File: src/rtl/game_status_display.sv
// Game status display: tracks game state (idle/playing/won/lost), keeps the
// revealed-cell count as BCD digits and drives active-low seven-segment digits.
module game_status_display #(
    parameter int NUM_DIGITS = 2,
    parameter int SAFE_CELLS = 90,
    parameter int BLINK_DIV  = 25_000_000
) (
    input  logic                    clk,
    input  logic                    reset,
    input  logic                    start,
    input  logic                    cell_revealed,
    input  logic                    mine_hit,
    output logic [7*NUM_DIGITS-1:0] seg,
    output logic                    game_over,
    output logic                    won
);

    localparam logic [1:0] ST_IDLE    = 2'd0;
    localparam logic [1:0] ST_PLAYING = 2'd1;
    localparam logic [1:0] ST_WON     = 2'd2;
    localparam logic [1:0] ST_LOST    = 2'd3;

    localparam int CNT_W = (BLINK_DIV > 1) ? $clog2(BLINK_DIV) : 1;
    localparam logic [CNT_W-1:0] BLINK_LAST = CNT_W'(BLINK_DIV - 1);

    localparam logic [6:0] SEG_BLANK = 7'b1111111;
    localparam logic [6:0] SEG_ONE   = 7'b1111001;
    localparam logic [6:0] SEG_ZERO  = 7'b1000000;

    // Elaboration-time conversion of the win threshold to BCD; no hardware.
    function automatic logic [4*NUM_DIGITS-1:0] f_to_bcd(input int value);
        logic [4*NUM_DIGITS-1:0] result;
        int v;
        v      = value;
        result = '0;
        for (int i = 0; i < NUM_DIGITS; i++) begin
            result[4*i +: 4] = 4'(v % 10);
            v                = v / 10;
        end
        return result;
    endfunction

    function automatic logic [6:0] f_seg(input logic [3:0] digit);
        logic [6:0] pattern;
        case (digit)
            4'd0:    pattern = 7'b1000000;
            4'd1:    pattern = 7'b1111001;
            4'd2:    pattern = 7'b0100100;
            4'd3:    pattern = 7'b0110000;
            4'd4:    pattern = 7'b0011001;
            4'd5:    pattern = 7'b0010010;
            4'd6:    pattern = 7'b0000010;
            4'd7:    pattern = 7'b1111000;
            4'd8:    pattern = 7'b0000000;
            4'd9:    pattern = 7'b0010000;
            default: pattern = SEG_BLANK;
        endcase
        return pattern;
    endfunction

    localparam logic [4*NUM_DIGITS-1:0] SAFE_BCD = f_to_bcd(SAFE_CELLS);

    logic [1:0]              r_state;
    logic [4*NUM_DIGITS-1:0] r_count;
    logic [CNT_W-1:0]        r_blink_cnt;
    logic                    r_phase_on;
    logic                    r_game_over;
    logic                    r_won;

    logic [1:0]              w_state_d;
    logic [4*NUM_DIGITS-1:0] w_count_d;
    logic [4*NUM_DIGITS-1:0] w_count_inc;
    logic [CNT_W-1:0]        w_blink_cnt_d;
    logic                    w_phase_on_d;
    logic                    w_at_max;

    // BCD increment with ripple carry across digits
    always_comb begin
        logic v_carry;
        v_carry     = 1'b1;
        w_count_inc = r_count;
        for (int i = 0; i < NUM_DIGITS; i++) begin
            if (v_carry) begin
                if (r_count[4*i +: 4] == 4'd9) begin
                    w_count_inc[4*i +: 4] = 4'd0;
                end else begin
                    w_count_inc[4*i +: 4] = r_count[4*i +: 4] + 4'd1;
                    v_carry               = 1'b0;
                end
            end
        end
    end

    assign w_at_max = (r_count == SAFE_BCD);

    // Next state and count; start beats mine_hit beats cell_revealed
    always_comb begin
        w_state_d = r_state;
        w_count_d = r_count;
        case (r_state)
            ST_IDLE: begin
                if (start) begin
                    w_state_d = ST_PLAYING;
                    w_count_d = '0;
                end
            end
            ST_PLAYING: begin
                if (start) begin
                    w_count_d = '0;
                end else if (mine_hit) begin
                    w_state_d = ST_LOST;
                end else if (cell_revealed && !w_at_max) begin
                    w_count_d = w_count_inc;
                    if (w_count_inc == SAFE_BCD) begin
                        w_state_d = ST_WON;
                    end
                end
            end
            ST_WON, ST_LOST: begin
                if (start) begin
                    w_state_d = ST_PLAYING;
                    w_count_d = '0;
                end
            end
            default: begin
                w_state_d = ST_IDLE;
                w_count_d = '0;
            end
        endcase
    end

    // Blink timer: runs only while staying in LOST, restarts "on" at entry
    always_comb begin
        w_blink_cnt_d = '0;
        w_phase_on_d  = 1'b1;
        if (r_state == ST_LOST && w_state_d == ST_LOST) begin
            if (r_blink_cnt == BLINK_LAST) begin
                w_blink_cnt_d = '0;
                w_phase_on_d  = ~r_phase_on;
            end else begin
                w_blink_cnt_d = r_blink_cnt + 1'b1;
                w_phase_on_d  = r_phase_on;
            end
        end
    end

    // State registers with synchronous active-low reset
    always_ff @(posedge clk) begin
        if (!reset) begin
            r_state     <= ST_IDLE;
            r_count     <= '0;
            r_blink_cnt <= '0;
            r_phase_on  <= 1'b1;
            r_game_over <= 1'b0;
            r_won       <= 1'b0;
        end else begin
            r_state     <= w_state_d;
            r_count     <= w_count_d;
            r_blink_cnt <= w_blink_cnt_d;
            r_phase_on  <= w_phase_on_d;
            r_game_over <= (w_state_d == ST_LOST);
            r_won       <= (w_state_d == ST_WON);
        end
    end

    // Segment decode from registered state, count and blink phase
    always_comb begin
        seg = '1;
        for (int i = 0; i < NUM_DIGITS; i++) begin
            case (r_state)
                ST_PLAYING: seg[7*i +: 7] = f_seg(r_count[4*i +: 4]);
                ST_WON:     seg[7*i +: 7] = SEG_ONE;
                ST_LOST:    seg[7*i +: 7] = r_phase_on ? SEG_ZERO : SEG_BLANK;
                default:    seg[7*i +: 7] = SEG_BLANK;
            endcase
        end
    end

    assign game_over = r_game_over;
    assign won       = r_won;

endmodule

File: config.mk
export PLATFORM = sky130hd
export DESIGN_NAME = game_status_display
export DESIGN_NICKNAME = d
export VERILOG_FILES = /design/src/rtl/game_status_display.sv
export SDC_FILE = /design/constraint.sdc
export NUM_CORES = 1
export LEC_CHECK = 0
export ABC_AREA = 1
export CORE_MARGIN = 2
export CORE_UTILIZATION = 45
export DETAILED_ROUTE_END_ITERATION = 7
export SYNTH_ARGS = -nofsm -noshare
export SYNTH_HDL_FRONTEND = slang
export SYNTH_SLANG_ARGS = --single-unit
File: constraint.sdc
create_clock -name clk -period 5.1 [get_ports clk]
set_input_delay 1.02 -clock clk [delete_from_list [all_inputs] [get_ports clk]]
set_output_delay 1.02 -clock clk [all_outputs]
set_load 0.01 [all_outputs]
==> impl_metrics.tcl <==
set metrics [dict create \
    status "complete, no violations" \
    io_buffers 20 \
    ir_drop_uv 93.17 \
    reg2reg_from "r_state[1]" \
    hold_buffers 0 \
    fmax_ghz 0.3231 \
    h-tree-depth 2 \
    hold_viol 0 \
    slew_headroom 0.4087 \
    viasPerCell 5.004 \
    required_ns 4.08 \
    period_needed_ns 3.095 \
    numCtsBuffers 5 \
    power.density_nw_per_um2 205.2 \
    fillers 692 \
    first_pass_iters 4 \
    drv_slew 0 \
    vias 2792 \
    ctsRootBufferMaster "clkbuf_8" \
    drt_iter0_drc 111 \
    ctsResizeCount 0 \
    worstSkewPairLatency_ns 0.30 \
    ys.flop_type "dfxtp_1" \
    gr-max-usage-layer "met2" \
    die-width_um 86.69 \
    fin_total_pwr_uw 701.8 \
    critical_path_class "flip-flop to output pin" \
    endpoint_kind "output pin" \
    grt_pass1_wl_um 11340 \
    postRouteAntennaNets 0 \
    cp-start-kind "flip-flop" \
    cts_tree "done" \
    grt_pass1_vias 2593 \
    r2r_cells 13 \
    cts.sinks 52 \
    n_antenna_cell 0 \
    grt_use_met2 0.3559 \
    clock_path_buffers 2 \
    hold_path_end "r_blink_cnt[22]" \
    post_cts_buffers 0 \
    yosysTopAreaCell "dfxtp_1" \
    drc 0 \
    setup_viol 0 \
    hold_path_class "flip-flop to flip-flop" \
    drive_gt1_frac 0.1067 \
    initial_core_util 0.4579 \
    avgSynthCellArea_sq_um 6.718 \
    synth_top_area_frac 0.3383 \
    crit_fanout 8 \
    ios 21 \
    worstMarginPinSlew_ns 0.8842 \
    hold_ws_ns 0.4740 \
    grt_use_met3 0.03429 \
    nets 494 \
    worstHoldStart "r_blink_cnt[22]" \
    synth_edf_count 0 \
    routed_wirelength_um 6476 \
    syn_to_final_growth_pct 11.14 \
    synth_area_leaders "dfxtp_1, nand2_1, nor2_1" \
    syn_inst 458 \
    ys_ff_latch 52 \
    async_flop_share 0 \
    crit_arrival_ns 2.08 \
    min_path_cells 2 \
    drv_cap 0 \
    place_congestion 0.8748 \
    reg2reg_slack_ns 2.76 \
    grt_use_total 0.1866 \
    grt_util_met1 0.2100 \
    grt_overflow 0 \
    hpwlAfterDp_um 5123 \
    rows 30 \
    tns_ns 0 \
    yosys_warnings 0 \
    wl_per_cell_um 11.61 \
    grt_max_degree 26 \
    skew_ns 0.01371 \
    ys_seq_area_frac 0.3383 \
    fp.dieArea_sq_um 7514 \
    die_h_um 86.69 \
    antenna_found_initial 0 \
    synth_fp_nets 474 \
    syn_area_sq_um 3077 \
    clk_pin_slew_ns 0.10 \
    yosys.cell_types.count 35 \
    fin_crit_sh 0.6069 \
    synth.most_common_cell "nand2_1" \
    power_leakage_nw 1.539 \
    rsz0062_at_grt "no" \
    core_area_sq_um 6719 \
    synth_common_cells "nand2_1, nor2_1, inv_1" \
]
==> placed cells by master (no fill, tap or decap) <==
master           instances
nor4_1                   3
nand2_4                  6
ha_1                    11
nor2_8                   1
nand4_1                  7
nand4_4                  1
clkinv_4                 1
nor2_1                  57
nor2_4                   2
nand3_4                  1
nor3_2                   1
o211ai_1                 1
nor3_1                  15
xnor2_1                  1
nor3b_1                  4
a21oi_1                 16
inv_4                    1
or2_2                    2
nor4_2                   1
or2_0                    1
o21ai_2                  1
nand3_1                 42
inv_1                   53
o21ai_4                  2
clkdlybuf4s50_1         20
clkbuf_8                 6
nor2_2                   3
xor2_1                   4
nand2_1                128
o21ai_0                  5
dfxtp_1                 52
nand2_2                 12
nand3b_1                 7
inv_2                   10
==> through the flow <==
stage                     instance area [sq um]  utilization  worst slack (ns)  instances
after floorplan                            3077            -             2.733        458
after global placement                     3328       0.4953             1.830        551
after detailed placement                   3328       0.4953             1.788        551
after CTS                                  3420       0.5089             1.956        558
after global routing                       3420       0.5089             1.815        558
final                                      3420       0.5089             2.005        558
==> critical path, cell delays in order (launching register included) <==
cell	delay (ns)
dfxtp_1	0.47
inv_1	0.12
a21oi_1	0.50
nand2_1	0.16
clkdlybuf4s50_1	0.52
==> kinds of logic after synthesis <==
kind of cell,share of synthesized area
adder cells (fa/ha/maj),0.04473
flip-flops,0.3383
XOR/XNOR,0.01423
AND/OR/NAND/NOR,0.4579
AO/OA/AOI/OAI,0.05002
buffers and inverters,0.09475
==> layout make-up <==
class	count	area (sq um)	share of cell area
inverters	64	242.7	0.07098
well taps	80	100.1	0.02927
flip-flops and latches	52	1041	0.3044
clock buffers	6	82.58	0.02415
multi-input cells	335	1744	0.5101
clock inverters	1	8.758	0.002561
repair buffers	20	200.2	0.05854
==> power by group <==
group	internal [mW]	switching, mW	total, mW
Combinational	0.0225	0.0290	0.0515
Clock	0.108	0.131	0.240
Sequential	0.408	0.00248	0.410
==> worst max path at each step <==
stage / from / end / cells past startpoint
after floorplan: mine_hit / flip-flop / 11
after global placement: reset / r_blink_cnt[9] / 5
after detailed placement: reset / r_blink_cnt[18] / 5
after CTS: r_state[0] / seg[11] / 4
after global routing: reset / r_blink_cnt[7] / 5
final: r_state[0] / seg[11] / 4
==> layer usage <==
layer | vias to the layer above | wire (um)
met1 | 1270 | 2850
met2 | 32 | 3378
met3 | 11 | 152
met4 | 0 | 95
met5 | - | 0
li1 | 1479 | -
Power figures use the tool's default switching activity.
